`src/rtl/mbed_uart_tx_pkg.sv`:
```
// -----------------------------------------------------------------------------
// mbed_uart_tx_pkg
// Shared serial-link definitions for the mbed transmit and receive paths:
// FSM state encoding, frame constants and the bit-period divisor calculation.
// No ports (package).
// -----------------------------------------------------------------------------
package mbed_uart_tx_pkg;

    typedef enum logic [1:0] {
        ST_IDLE  = 2'd0,
        ST_START = 2'd1,
        ST_DATA  = 2'd2,
        ST_STOP  = 2'd3
    } tx_state_e;

    localparam int   DATA_BITS   = 8;
    localparam logic START_LEVEL = 1'b0;
    localparam logic STOP_LEVEL  = 1'b1;

    // Bit period in clock cycles; integer truncation is intentional.
    function automatic int calc_div(input int clk_hz, input int baud);
        return clk_hz / baud;
    endfunction

endpackage

```
`src/rtl/mbed_uart_tx_if.sv`:
```
// -----------------------------------------------------------------------------
// mbed_uart_tx_if
// Byte handshake between the producer (top-level FSM) and the transmitter.
//   tx_data  : byte to send, LSB first on the line
//   tx_valid : producer offers tx_data
//   tx_ready : transmitter can accept a byte this cycle
// Modports: master = producer, slave = transmitter.
// -----------------------------------------------------------------------------
interface mbed_uart_tx_if;
    import mbed_uart_tx_pkg::*;

    logic [DATA_BITS-1:0] tx_data;
    logic                 tx_valid;
    logic                 tx_ready;

    modport master (output tx_data, output tx_valid, input  tx_ready);
    modport slave  (input  tx_data, input  tx_valid, output tx_ready);

endinterface

```
`src/rtl/mbed_uart_tx_byte_fifo.sv`:
```
// -----------------------------------------------------------------------------
// mbed_uart_tx_byte_fifo
// Synchronous byte FIFO with show-ahead read data.
//   clk_i, rst_ni : clock and asynchronous active-low reset
//   push_i/wdata_i: write a byte (ignored while full)
//   pop_i/rdata_o : rdata_o is the head; pop_i removes it (ignored while empty)
//   full_o, empty_o, count_o : occupancy status
// DEPTH must be a power of two so the pointers wrap naturally.
// -----------------------------------------------------------------------------
module mbed_uart_tx_byte_fifo #(
    parameter int DEPTH = 4
) (
    input  logic                     clk_i,
    input  logic                     rst_ni,
    input  logic                     push_i,
    input  logic [7:0]               wdata_i,
    input  logic                     pop_i,
    output logic [7:0]               rdata_o,
    output logic                     full_o,
    output logic                     empty_o,
    output logic [$clog2(DEPTH):0]   count_o
);
    localparam int AW = $clog2(DEPTH);
    localparam int CW = AW + 1;

    logic [7:0]    mem_q [DEPTH];
    logic [AW-1:0] wr_ptr_q;
    logic [AW-1:0] rd_ptr_q;
    logic [CW-1:0] count_q;
    logic          push_ok_s;
    logic          pop_ok_s;

    assign full_o    = (count_q == CW'(DEPTH));
    assign empty_o   = (count_q == {CW{1'b0}});
    assign push_ok_s = push_i && !full_o;
    assign pop_ok_s  = pop_i && !empty_o;
    assign rdata_o   = mem_q[rd_ptr_q];
    assign count_o   = count_q;

    // Storage array: data only, no reset needed since reads are gated by count.
    always_ff @(posedge clk_i) begin
        if (push_ok_s) begin
            mem_q[wr_ptr_q] <= wdata_i;
        end
    end

    // Pointers and occupancy count.
    always_ff @(posedge clk_i or negedge rst_ni) begin
        if (!rst_ni) begin
            wr_ptr_q <= {AW{1'b0}};
            rd_ptr_q <= {AW{1'b0}};
            count_q  <= {CW{1'b0}};
        end else begin
            if (push_ok_s) begin
                wr_ptr_q <= wr_ptr_q + AW'(1);
            end
            if (pop_ok_s) begin
                rd_ptr_q <= rd_ptr_q + AW'(1);
            end
            case ({push_ok_s, pop_ok_s})
                2'b10:   count_q <= count_q + CW'(1);
                2'b01:   count_q <= count_q - CW'(1);
                default: count_q <= count_q;
            endcase
        end
    end

endmodule

```
`src/rtl/mbed_uart_tx.sv`:
```
// -----------------------------------------------------------------------------
// mbed_uart_tx
// 8N1 serial transmitter for the serial_return link back to the mbed.
// Bytes from the top-level FSM are buffered in a small FIFO and sent LSB first.
//   clk50m        : system clock
//   reset_n       : asynchronous active-low reset
//   tx_if         : tx_data / tx_valid / tx_ready handshake (slave side)
//   serial_return : serial line, idle high, driven straight from a flop
//   busy          : frame in progress or bytes still buffered
//   fifo_count    : bytes currently buffered
// -----------------------------------------------------------------------------
module mbed_uart_tx
    import mbed_uart_tx_pkg::*;
#(
    parameter int CLK_HZ     = 50_000_000,
    parameter int BAUD       = 9600,
    parameter int FIFO_DEPTH = 4
) (
    input  logic                          clk50m,
    input  logic                          reset_n,
    mbed_uart_tx_if.slave                 tx_if,
    output logic                          serial_return,
    output logic                          busy,
    output logic [$clog2(FIFO_DEPTH):0]   fifo_count
);
    localparam int             DIV      = calc_div(CLK_HZ, BAUD);
    localparam int             CNT_W    = $clog2(DIV);
    localparam logic [2:0]     LAST_BIT = 3'(DATA_BITS - 1);

    tx_state_e                 state_q;
    logic [CNT_W-1:0]          baud_cnt_q;
    logic [2:0]                bit_idx_q;
    logic [DATA_BITS-1:0]      shift_q;
    logic                      line_q;

    logic                      push_s;
    logic                      pop_s;
    logic                      full_s;
    logic                      empty_s;
    logic                      wrap_s;
    logic [DATA_BITS-1:0]      head_s;

    // A full FIFO refuses the push even if a pop happens in the same cycle.
    assign tx_if.tx_ready = !full_s;
    assign push_s         = tx_if.tx_valid && !full_s;
    assign wrap_s         = (baud_cnt_q == CNT_W'(DIV - 1));
    assign serial_return  = line_q;
    assign busy           = (state_q != ST_IDLE) || (fifo_count != '0);

    mbed_uart_tx_byte_fifo #(
        .DEPTH (FIFO_DEPTH)
    ) u_fifo (
        .clk_i   (clk50m),
        .rst_ni  (reset_n),
        .push_i  (push_s),
        .wdata_i (tx_if.tx_data),
        .pop_i   (pop_s),
        .rdata_o (head_s),
        .full_o  (full_s),
        .empty_o (empty_s),
        .count_o (fifo_count)
    );

    // Pop decision: from IDLE at once, or at the end of a stop bit for gapless frames.
    always_comb begin
        pop_s = 1'b0;
        case (state_q)
            ST_IDLE: pop_s = !empty_s;
            ST_STOP: pop_s = wrap_s && !empty_s;
            default: pop_s = 1'b0;
        endcase
    end

    // Frame FSM with baud counter, shift register and registered line output.
    // The line flop follows the state one cycle later, so every bit keeps DIV cycles.
    always_ff @(posedge clk50m or negedge reset_n) begin
        if (!reset_n) begin
            state_q    <= ST_IDLE;
            baud_cnt_q <= {CNT_W{1'b0}};
            bit_idx_q  <= 3'd0;
            shift_q    <= {DATA_BITS{1'b0}};
            line_q     <= STOP_LEVEL;
        end else begin
            case (state_q)
                ST_IDLE: begin
                    line_q <= STOP_LEVEL;
                    if (pop_s) begin
                        shift_q    <= head_s;
                        baud_cnt_q <= {CNT_W{1'b0}};
                        bit_idx_q  <= 3'd0;
                        state_q    <= ST_START;
                    end
                end
                ST_START: begin
                    line_q <= START_LEVEL;
                    if (wrap_s) begin
                        baud_cnt_q <= {CNT_W{1'b0}};
                        bit_idx_q  <= 3'd0;
                        state_q    <= ST_DATA;
                    end else begin
                        baud_cnt_q <= baud_cnt_q + CNT_W'(1);
                    end
                end
                ST_DATA: begin
                    line_q <= shift_q[0];
                    if (wrap_s) begin
                        baud_cnt_q <= {CNT_W{1'b0}};
                        shift_q    <= shift_q >> 1;
                        bit_idx_q  <= bit_idx_q + 3'd1;
                        if (bit_idx_q == LAST_BIT) begin
                            state_q <= ST_STOP;
                        end
                    end else begin
                        baud_cnt_q <= baud_cnt_q + CNT_W'(1);
                    end
                end
                ST_STOP: begin
                    line_q <= STOP_LEVEL;
                    if (wrap_s) begin
                        baud_cnt_q <= {CNT_W{1'b0}};
                        if (pop_s) begin
                            shift_q   <= head_s;
                            bit_idx_q <= 3'd0;
                            state_q   <= ST_START;
                        end else begin
                            state_q <= ST_IDLE;
                        end
                    end else begin
                        baud_cnt_q <= baud_cnt_q + CNT_W'(1);
                    end
                end
                default: begin
                    state_q <= ST_IDLE;
                    line_q  <= STOP_LEVEL;
                end
            endcase
        end
    end

endmodule

```
`src/flat_wrapper.sv`:
```
// flat-port wrapper written by rule: the top's interface ports become plain ports
module mbed_uart_tx_flat import mbed_uart_tx_pkg::*;
#(
    parameter int CLK_HZ     = 50_000_000,
    parameter int BAUD       = 9600,
    parameter int FIFO_DEPTH = 4
)
  (clk50m, reset_n, serial_return, busy, fifo_count, tx_if_tx_data, tx_if_tx_valid, tx_if_tx_ready);
  mbed_uart_tx_if tx_if_i ();
  input  logic clk50m;
  input  logic reset_n;
  output logic serial_return;
  output logic busy;
  output logic [$clog2(FIFO_DEPTH):0] fifo_count;
  input wire logic [$bits(tx_if_i.tx_data)-1:0] tx_if_tx_data;
  input wire logic [$bits(tx_if_i.tx_valid)-1:0] tx_if_tx_valid;
  output wire logic [$bits(tx_if_i.tx_ready)-1:0] tx_if_tx_ready;
  assign tx_if_i.tx_data = tx_if_tx_data;
  assign tx_if_i.tx_valid = tx_if_tx_valid;
  assign tx_if_tx_ready = tx_if_i.tx_ready;
  mbed_uart_tx #(.CLK_HZ(CLK_HZ), .BAUD(BAUD), .FIFO_DEPTH(FIFO_DEPTH)) u_core (.clk50m(clk50m), .reset_n(reset_n), .tx_if(tx_if_i), .serial_return(serial_return), .busy(busy), .fifo_count(fifo_count));
endmodule
```
`config.mk`:
```
export PLATFORM = sky130hd
export DESIGN_NAME = mbed_uart_tx_flat
export DESIGN_NICKNAME = d
export VERILOG_FILES = /design/src/rtl/mbed_uart_tx_pkg.sv /design/src/rtl/mbed_uart_tx_if.sv /design/src/rtl/mbed_uart_tx_byte_fifo.sv /design/src/rtl/mbed_uart_tx.sv /design/src/flat_wrapper.sv
export SDC_FILE = /design/constraint.sdc
export NUM_CORES = 1
export LEC_CHECK = 0
export ABC_AREA = 1
export BUFFER_PORTS_ARGS = -buffer_cell sky130_fd_sc_hd__buf_2
export CAP_MARGIN = 15
export CORE_MARGIN = 1
export CORE_UTILIZATION = 40
export DETAILED_ROUTE_END_ITERATION = 8
export PLACE_DENSITY = 0.57
export SLEW_MARGIN = 20
export SYNTH_ARGS = -nofsm -noshare
export SYNTH_HDL_FRONTEND = slang
export SYNTH_SLANG_ARGS = --single-unit
export TNS_END_PERCENT = 10
```
`constraint.sdc`:
```
create_clock -name clk50m -period 6.2 [get_ports clk50m]
set_input_delay 0.31 -clock clk50m [delete_from_list [all_inputs] [get_ports clk50m]]
set_output_delay 0.31 -clock clk50m [all_outputs]
set_load 0.05 [all_outputs]
```
# Word-level counts from Yosys, hierarchy flattened

Memories as Yosys holds them, arrays and structs flattened.
Cells that the tools add are included.
Widths: inputs -> output; s select.

Div/mod/pow operators: 0
$lt $le $gt $ge: 0
Multiply operators: 0
Bitwise gates (word level): 0
Reduce and logical (&&, ||, !) cells: 18
Shift-type cells: 0
Multiplexer cells: 24
Add/subtract/negate cells: 6
Equal/unequal tests: 13

Operators by type and width:

| kind                  | number |
|---|---|
| $mux 13               | 2 |
| $pmux 13 s2           | 1 |
| $mux 8                | 3 |
| $pmux 8 s3            | 1 |
| $add 13x1->13 const B | 1 |
| $eq 13x13->1 const B  | 1 |
| $mux 3                | 4 |
| $pmux 3 s4            | 1 |
| $mux 2                | 5 |
| $ne 2x1->1 const B    | 4 |
| $pmux 2 s4            | 1 |
| $add 3x1->3 const B   | 2 |
| $eq 2x2->1 const B    | 3 |
| $eq 3x3->1 const B    | 2 |
| $pmux 3 s2            | 1 |
| $reduce_and 3->1      | 2 |
| $reduce_bool 3->1     | 2 |
| $reduce_and 5->1      | 1 |
| $add 2x1->2 const B   | 2 |
| $eq 2x1->1 const B    | 2 |
| $logic_and 1x1->1     | 4 |
| $reduce_bool 2->1     | 2 |
| $logic_not 3->1       | 1 |
| $mux 1                | 3 |
| 9 further kinds       | 10 |

Output and inout bits: 6
Memory bits (read-only): 0
Latch bits: 0
Memory bits (writable): 32
Register bits after elaboration: 34
Memories: 1

Memory list:

| name                | depth | width | read ports | clocked after memory_dff | write ports | RTL line                     | RTL |
|---|---|---|---|---|---|---|---|
| u_core.u_fifo.mem_q | 4     | 8     | 1          | 0                        | 1           | mbed_uart_tx_byte_fifo.sv:26 | `logic [7:0] mem_q [DEPTH];` |

# Logic depth before layout (Yosys ltp)

Gate-level depths: netlist of the first run.

Word-level depth: 7
Depth in mapped cells: 14
Mapped depth without buffers: 13

# By module

From an unflattened synthesis of the first run, not the netlist that was laid out.

Cells, all modules: 369
Area, all modules: 3394.5 µm²

By module, submodules not included:

| module                 | area each (µm²) | times used | cells an instance |
|---|---|---|---|
| mbed_uart_tx_byte_fifo | 1751.7          | 1          | 154 |
| mbed_uart_tx           | 1642.8          | 1          | 215 |

# Least setup slack after synthesis of the first run

Ideal clock, no wire load.

Path kind: register -> register
Start point: register u_core.u_fifo.count_q[1] (netlist: u_core.u_fifo.count_o[1])
End point: register u_core.u_fifo.count_q[2] (netlist: u_core.u_fifo.count_o[2])
Setup slack: 3511 ps
Stages on the path, launching flop included: 9
Data required time: 6069 ps
Arrival: 2558 ps
Path buffers: 0
Cells stage by stage: dfrtp_1 inv_1 nand3_1 nand2_1 ha_1 fa_1 a21oi_1 o21ai_0 xor2_1

Elaborated cells between the ends (all ways): 15
Classes of those cells: 2 x add/sub; 3 x eq/ne; 2 x mux; 8 x reduce/logical

RTL lines:

| what                                                   | RTL line                     | RTL |
|---|---|---|
| start, declared                                        | mbed_uart_tx_byte_fifo.sv:29 | `logic [CW-1:0] count_q;` |
| start signal, assigned                                 | mbed_uart_tx_byte_fifo.sv:52 | `count_q <= {CW{1'b0}};` |
| start signal, assigned                                 | mbed_uart_tx_byte_fifo.sv:61 | `2'b10: count_q <= count_q + CW'(1);` |
| start signal, assigned                                 | mbed_uart_tx_byte_fifo.sv:62 | `2'b01: count_q <= count_q - CW'(1);` |
| $eq 3x3->1 (*)                                         | mbed_uart_tx_byte_fifo.sv:33 | `assign full_o = (count_q == CW'(DEPTH));` |
| $logic_not 1->1 (*)                                    | -                            |  |
| named net tx_if_tx_ready                               | flat_wrapper.sv:17           | `output wire logic [$bits(tx_if_i.tx_ready)-1:0] tx_if_tx_ready;` |
| $logic_and 1x1->1                                      | mbed_uart_tx.sv:45           | `assign push_s = tx_if.tx_valid && !full_s;` |
| $logic_and 1x1->1 (*)                                  | mbed_uart_tx_byte_fifo.sv:35 | `assign push_ok_s = push_i && !full_o;` |
| $eq 2x1->1 / $eq 2x2->1 (equally long branches)        | mbed_uart_tx_byte_fifo.sv:60 | `case ({push_ok_s, pop_ok_s})` |
| $pmux 3 s2 / $reduce_bool 2->1 (equally long branches) | -                            |  |

Mark *: on every way through the listed nets, which the timed path passes. The rest lies on a longest branch.
A chain may end at the register's enable or synchronous reset.

# Worst setup path after layout of the first run

Start point: register u_core.state_q[0]
End point: register u_core.u_fifo.count_q[2] (netlist: u_core.u_fifo.count_o[2])

Longest elaborated chain between the ends: 5
Elaborated cells between the ends (all ways): 8
Classes of those cells: 3 x eq/ne; 2 x mux; 3 x reduce/logical

RTL lines:

| what                                                   | RTL line                     | RTL |
|---|---|---|
| start, declared                                        | mbed_uart_tx.sv:30           | `tx_state_e state_q;` |
| start signal, assigned                                 | mbed_uart_tx.sv:78           | `state_q <= ST_IDLE;` |
| start signal, assigned                                 | mbed_uart_tx.sv:91           | `state_q <= ST_START;` |
| start signal, assigned                                 | mbed_uart_tx.sv:99           | `state_q <= ST_DATA;` |
| $eq 2x2->1 / $logic_not 2->1 (equally long branches)   | mbed_uart_tx.sv:67           | `case (state_q)` |
| $pmux 1 s2 (*)                                         | mbed_uart_tx.sv:67           |  |
| $logic_and 1x1->1 (*)                                  | mbed_uart_tx_byte_fifo.sv:36 | `assign pop_ok_s = pop_i && !empty_o;` |
| named net u_core.u_fifo.pop_ok_s                       | mbed_uart_tx_byte_fifo.sv:31 | `logic pop_ok_s;` |
| $eq 2x1->1 / $eq 2x2->1 (equally long branches)        | mbed_uart_tx_byte_fifo.sv:60 |  |
| $pmux 3 s2 / $reduce_bool 2->1 (equally long branches) | -                            |  |
| end signal, assigned                                   | mbed_uart_tx_byte_fifo.sv:61 |  |
| end signal, assigned                                   | mbed_uart_tx_byte_fifo.sv:62 |  |
| end signal, assigned                                   | mbed_uart_tx_byte_fifo.sv:63 | `default: count_q <= count_q;` |

Marks and branches as above.

==> key figures, run 1 <==
Synthesis
  – Post-synthesis adder-cell area fraction: between 5 and 6%
  – Top FF cell, synth: dfrtp_1
  – Synth Warn #: 0
  – Mux cell area share after synthesis: 0%
  – FFs w/ async S/R, synth: 51.52%
  – Proportion of synthesized chip area in sequential cells: approximately 56%
  – Syn Nets: 372
  – Synthesized area: approximately 3200 sq um
  – Largest family of logic cells by synthesized area: simple AND/OR/NAND/NOR gates
  – Avg Cell Area, Syn: 9.325 sq um
  – Compound-gate portion of the synthesized area: 4.872%
  – Synth Instances: about 350
  – Register bit count reported by yosys: 66
  – EDFF count, synth: 32
  – Simple-Gate Fraction of Synth Area: a little over a quarter
  – Synth cell types: 32
  – Xor/xnor cell area share of the yosys netlist: ~1.6%

Setup path
  – Crit. Startpoint: u_core.state_q[0]
  – Crit start category: flip-flop
  – Reg2reg path depth: 13
  – Worst path max stage delay: ~430 ps
  – Worst r2r src: u_core.state_q[0]
  – Worst-path fanout max: 10
  – CP cell instances: inv_1 -> ha_1 -> nor2_1 -> nor2_1 -> nand2_2 -> inv_2 -> nand2_4 -> inv_1 -> ha_1 -> fa_1 -> a21oi_1 -> o21ai_0 -> xor2_1
  – Worst r2r dst: u_core.u_fifo.count_o[2]
  – Worst path required time: 6420 ps
  – Slowest cell on crit path: dfrtp_1
  – Worst reg-to-reg setup slack: roughly 3700 ps
  – Crit Path Category: reg -> reg
  – Critical path arrival: around 2700 ps
  – CP endpoint kind: flip-flop

Clocking
  – Clock slew at reported path FFs: 70 ps
  – CTS tree: done
  – CTS Buffer Depth: 2
  – CTS-repair resized insts: 0
  – Worst skew pair latency: 350 ps
  – Max H-tree Level: 3
  – Num CTS Buffers: 9
  – Root Driver: clkbuf_8
  – Post-CTS Setup Inserts: 0
  – Hold buffer count at CTS: 0
  – Clock sink total: 66

Timing
  – Final period utilization: 40.60%
  – Slew HR: 42.77%
  – Final min period: about 2500 ps
  – Final hold vios: 0
  – FMAX: 0.3972 GHz
  – Unrepaired setup endpoints after global routing: no
  – Slew @ Worst Pin: between 800 and 900 ps
  – Worst-case clock skew: between 7 and 8 ps
  – Setup TNS: 0 ps
  – # setup viols final: 0
  – Fin. max-slew vios: 0

Detailed routing
  – Initial DRC count: roughly 80
  – DR vias: about 2300
  – DR pass1 iterations: 4
  – Final ANT Viol Nets: 0
  – Total Wirelength: between 6 and 7 mm
  – Vias per cell: 4.882
  – Remaining DRCs: 0
  – Routed WL per cell: 13.17 microns

Placed design
  – Post-Place Cells: 458
  – Buffers on Ports: 16
  – DP Wirelength: between 4 and 5 mm
  – Area post-placement: approximately 3400 sq um
  – Gpl congestion: just over 0.8

Finish
  – Filler cells: 759
  – Fin cells: ~470
  – Antenna fix cells: 0
  – Fraction of layout cells with a size suffix above 1: 13.71%
  – Synthesis-to-layout area growth: 11.48%
  – Core Util, Final: a little under half
  – Fin area: around 3600 sq um
  – Fin nets: just under 400

Die
  – Top Ports: 17
  – Chip height: 91.94 microns
  – Chip width: slightly above 90 microns
  – Starting Density: a little over two fifths
  – DIE AREA: about 8500 sq um
  – Core area: 7767 sq um
  – Number of cell rows: 32

Power and ir drop
  – Max VDD drop: 0.0001998 V
  – P_leak: around 1.7 nW
  – PD cells: 302.8 nW/um^2

Global route
  – Vias in the first global route: roughly 2200
  – Global-route wire length before repair: roughly 10 mm
  – Initial antenna violation count: 0
  – Largest net degree at the start of global routing: 35
  – Total GRT Usage: between 10% and 20%
  – Grt ovf: 0

Hold path
  – Hold Crit Class: in -> async

Run
  – Max-cap check violation count: 0

Status
  – Status: complete, no violations
state kept, by name (all words and copies together) (netlist names):
name	count
u_core.u_fifo.mem_q	32
u_core.baud_cnt_q	13
u_core.bit_idx_q	3
u_core.u_fifo.rd_ptr_q	2
u_core.u_fifo.count_o	3
u_core.serial_return	1
u_core.state_q	2
u_core.u_fifo.wr_ptr_q	2
u_core.shift_q	8
how the worst max path moves through the flow:
| stage | end | depth (start not counted) | slack [ps] |
|---|---|---|---|
| after floorplan | u_core.u_fifo.count_o[2] | 8 | 3510 |
| after global placement | u_core.u_fifo.count_o[2] | 13 | 3730 |
| after detailed placement | u_core.u_fifo.count_o[2] | 13 | 3680 |
| after CTS | u_core.u_fifo.count_o[2] | 13 | 3670 |
| after global routing | u_core.u_fifo.count_o[2] | 13 | 3490 |
| final | u_core.u_fifo.count_o[2] | 13 | 3680 |
metal layers:
layer  up-vias  wire [microns]  global-route usage (%)
met3        11             227                   5.390
met4         0              96                   5.729
met1      1090            2837                   19.53
met2        33            3080                   26.80
li1       1180               -                       -
met5         -               0                       0
through the flow:
stage	power (W)	hold slack (ps)	setup WS, ps
6_report	0.001092	23.81	3683
5_1_grt	0.001151	95.28	3490
4_1_cts	0.001107	56.45	3668
3_5_place_dp	0.0007379	434.8	3685
3_3_place_gp	0.0007345	444.5	3732
2_1_floorplan	0.0006838	14.41	3511
worst max-delay path: cells and delay by family (launching register included):
kind            cells  cell delay (ps)
fa+ha+maj           3              930
flops               1              430
simple gates        4              410
buf+inv             3              240
compound gates      2              230
xor+xnor            1              150
placed cells by master (no fill, tap or decap), drive strengths merged, types with 4 or more instances in the layout:
cell,count
nand2,110
nand3,52
inv,35
dfrtp,33
edfxtp,32
nor2,23
buf,16
ha,13
o21ai,12
a21oi,10
clkbuf,9
clkinv,5
xor2,4
o22ai,4
cell families (layout without fill, tap and decap cells):
kind of cell | count (synthesis) | in the layout
compound gates | 27 | 27
xor+xnor | 6 | 6
fa+ha+maj | 14 | 14
buf+inv | 42 | 67
flops | 66 | 66
simple gates | 192 | 192
power by group:
group	total [W]	internal [W]	switching, W
clock	0.000368	0.000189	0.000179
sequential	0.000547	0.000523	0.0000239
combinational	0.000178	0.0000466	0.000131
Yosys cell counts, types with 5 or more instances:
library cell / count / share of area, %
inv_2: 5 / 0.58
nor2_1: 22 / 2.6
ha_1: 13 / 5.0
dfrtp_1: 33 / 26
a21oi_1: 9 / 1.4
edfxtp_1: 32 / 30
inv_1: 28 / 3.2
o21ai_0: 10 / 1.5
nand2_1: 102 / 12
nand3_1: 51 / 7.9
cell type report:
type                            instances  area (sq um)  area share [%]
Tap cell                              102         127.6           3.538
Clock inverter                          7         77.57           2.151
Timing Repair Buffer                   16         80.08           2.220
Sequential cell                        66          1813           50.26
Multi-Input combinational cell        239          1254           34.76
Inverter                               35         131.4           3.642
Clock buffer                            9         123.9           3.434
No activity file was read; power rests on OpenSTA's default activity.
==> inputs of run 2 (changes only) <==
--- a/config.mk
+++ b/config.mk
@@ -5,13 +5,13 @@
 export SDC_FILE = /design/constraint.sdc
 export NUM_CORES = 1
 export LEC_CHECK = 0
-export ABC_AREA = 1
+export ABC_AREA = 0
 export BUFFER_PORTS_ARGS = -buffer_cell sky130_fd_sc_hd__buf_2
 export CAP_MARGIN = 15
 export CORE_MARGIN = 1
 export CORE_UTILIZATION = 40
 export DETAILED_ROUTE_END_ITERATION = 8
-export PLACE_DENSITY = 0.57
+export PLACE_DENSITY = 0.59
 export SLEW_MARGIN = 20
 export SYNTH_ARGS = -nofsm -noshare
 export SYNTH_HDL_FRONTEND = slang
==> constraint.sdc (replaced) <==
create_clock -name clk50m -period 2.25 [get_ports clk50m]
set_input_delay 0.1125 -clock clk50m [delete_from_list [all_inputs] [get_ports clk50m]]
set_output_delay 0.1125 -clock clk50m [all_outputs]
set_load 0.05 [all_outputs]
==> run 2 against run 1 <==
Fmax increased by 17%. Critical endpoint is now u_core.u_fifo.count_o[1]. Largest power group is now combinational cells. Critical path type unchanged. Cell count decreased by 15%. Routed wire length decreased by 0.85%. Hold slack improved by 190 ps.
==> key figures, run 2 <==
Power and ir drop
  – PD cells: 1372 nW/um^2
  – Max VDD drop: between 0.0006 and 0.0007 V
  – P_leak: 1.577 nW

Synthesis
  – Proportion of synthesized chip area in sequential cells: around 57%
  – Commonest cells post-synth: dfrtp_1 (33), edfxtp_1 (32), nand2_1 (16), o21ai_0 (15), ha_1 (13)
  – Top FF cell, synth: dfrtp_1
  – FFs w/ async S/R, synth: 51.52%
  – Syn Nets: between 200 and 300
  – Register bit count reported by yosys: 66
  – Synth cell types: 50
  – Synth top area share: a little under a third
  – Synthesized area: ~3200 sq um
  – Synth Instances: 244
  – Dominant cells by area after synthesis: edfxtp_1 (30%), dfrtp_1 (26%), mux4_4 (5.5%), ha_1 (5.1%), o21ai_0 (2.3%)
  – Yosys top cell by area: edfxtp_1
  – Most frequent cell after synthesis: dfrtp_1
  – Avg Cell Area, Syn: 13.10 sq um
  – Synth Warn #: 0
  – EDFF count, synth: 32

Die
  – Starting Density: between 40% and 50%
  – Top Ports: 17
  – Chip height: 91.38 microns
  – Number of cell rows: 32
  – DIE AREA: between 8000 and 9000 sq um
  – Core area: 7727 sq um
  – Chip width: 91.38 microns

Finish
  – Antenna fix cells: 0
  – Fin nets: 323
  – Max FFs per register: 32
  – Most frequent cells in the layout: edfxtp_1 (32), dfrtp_1 (31), buf_4 (26)
  – Filler cells: between 600 and 700
  – Fin cells: 405
  – Core Util, Final: about half
  – Most flops, register: u_core.u_fifo.mem_q
  – Fraction of layout cells with a size suffix above 1: between 20% and 30%
  – Synthesis-to-layout area growth: 21.97%
  – Largest registers: u_core.u_fifo.mem_q (32), u_core.baud_cnt_q (13), u_core.shift_q (8)
  – Commonest non-fill, non-tap cell in the layout: edfxtp_1

Hold path
  – Min-delay src: tx_if_tx_valid
  – Hold Crit Class: in -> reg
  – Hold Path End: u_core.u_fifo.wr_ptr_q[0]
  – Worst hold path depth: 3

Clocking
  – Clock slew at reported path FFs: 80 ps
  – Num CTS Buffers: 9
  – Clock sink total: 66
  – Worst skew pair latency: around 340 ps
  – Max H-tree Level: 3
  – CTS Buffer Depth: 2
  – CTS tree: done
  – Root Driver: clkbuf_8

Run
  – Max-cap check violation count: 0

Detailed routing
  – Total Wirelength: between 6 and 7 mm
  – Final ANT Viol Nets: 0
  – Routed WL per cell: about 15 microns
  – Initial DRC count: 88
  – DR pass1 iterations: 4
  – DR vias: ~2100
  – Vias per cell: about 5.3
  – Remaining DRCs: 0

Setup path
  – CP endpoint kind: flip-flop
  – Worst-path fanout max: 5
  – Worst reg-to-reg setup slack: a little under 100 ps
  – Critical path arrival: 2380 ps
  – Worst r2r dst: u_core.u_fifo.count_o[1]
  – Crit. Startpoint: u_core.baud_cnt_q[9]
  – Worst r2r src: u_core.baud_cnt_q[9]
  – Crit start category: flip-flop
  – Reg2reg path depth: 7
  – Crit Path Category: reg -> reg
  – Worst path required time: ~2500 ps

Timing
  – Final hold vios: 0
  – # setup viols final: 0
  – FMAX: 0.4648 GHz
  – Slew @ Worst Pin: approximately 770 ps
  – Final period utilization: between 90% and 100%
  – Hold_ws: around 220 ps
  – Slew HR: ~48%
  – Unrepaired setup endpoints after global routing: yes
  – Fin. max-slew vios: 0
  – Worst-case clock skew: roughly 10 ps
  – Final min period: ~2200 ps

Global route
  – Global-route wire length before repair: roughly 11 mm
  – Grt ovf: 0
  – Vias in the first global route: about 2200
  – Largest net degree at the start of global routing: 35
  – Initial antenna violation count: 0
  – Total GRT Usage: between 15 and 20%

Placed design
  – DP Wirelength: between 4 and 5 mm
  – Gpl congestion: 0.8070
  – Post-Place Cells: 378
  – Buffers on Ports: 16

Status
  – Status: complete, no violations
## run 2: power breakdown
part	internal, W	total (W)	switching, W
clock network	0.000519	0.000999	0.000480
registers	0.00162	0.00184	0.000225
logic	0.00117	0.00251	0.00133
## run 2: worst max-delay path by stage
stage                                to  slack [ps]  cells past startpoint
2_1_floorplan  u_core.u_fifo.count_o[1]        -100                      8
3_3_place_gp   u_core.u_fifo.count_o[1]          40                      7
3_5_place_dp   u_core.u_fifo.count_o[1]           6                      7
4_1_cts        u_core.u_fifo.count_o[1]          60                      7
5_1_grt        u_core.u_fifo.count_o[2]         -20                      9
6_report       u_core.u_fifo.count_o[1]         100                      7
## run 2: worst max-delay path: stages (launching register included)
cell and delay (ps):
dfrtp_1 430, nor4b_2 300, buf_4 170, a41oi_2 120, nor3_4 190, ha_4 170, fa_2 420, mux2_2 260
## run 2: kinds of logic (layout without fill, tap and decap cells)
group / Yosys count / after routing / synth area share [%]
AND/OR/NAND/NOR: 66 / 66 / 12.18
XOR/XNOR: 7 / 7 / 1.919
adder cells (fa/ha/maj): 14 / 14 / 5.717
flip-flops: 66 / 66 / 56.73
buffers and inverters: 17 / 76 / 2.310
multiplexers: 18 / 18 / 9.436
AO/OA/AOI/OAI: 56 / 56 / 11.71
## run 2: cell type report
| type | instances | area [sq um] | area share (%) |
|---|---|---|---|
| inverters | 8 | 30.03 | 0.7705 |
| flip-flops and latches | 66 | 1815 | 46.58 |
| well taps | 102 | 127.6 | 3.274 |
| clock inverters | 7 | 76.32 | 1.958 |
| multi-input cells | 161 | 1348 | 34.57 |
| clock buffers | 9 | 123.9 | 3.178 |
| repair buffers | 52 | 376.6 | 9.663 |
## run 2: timing repair
item | CTS | global route
setup endpoints to repair | 1 | 4
hold endpoints to repair | 64 | 0
gates resized for setup | 0 | 3
pin swaps | 1 | 2
buffers inserted | 0 | 2
hold buffers | 9 | 0
## run 2: through the flow
| stage | TNS (ps) | cell area [sq um] | setup WS (ps) | total power, W |
|---|---|---|---|---|
| final | 0 | 3897 | 98.64 | 0.005349 |
| after global routing | -22.79 | 3897 | -22.79 | 0.005725 |
| after CTS | 0 | 3876 | 56.03 | 0.005378 |
| after detailed placement | 0 | 3586 | 6.270 | 0.004345 |
| after global placement | 0 | 3586 | 36.39 | 0.004300 |
| after floorplan | -121.8 | 3241 | -103.4 | 0.003674 |
## run 2: layer usage
layer | share of wire, % | vias up | global-route usage, %
met5 | 0 | - | 0
met4 | 1.2 | 0 | 6.349
met3 | 2.0 | 6 | 3.518
met2 | 48 | 31 | 26.63
met1 | 49 | 1048 | 21.69
li1 | - | 1043 | -
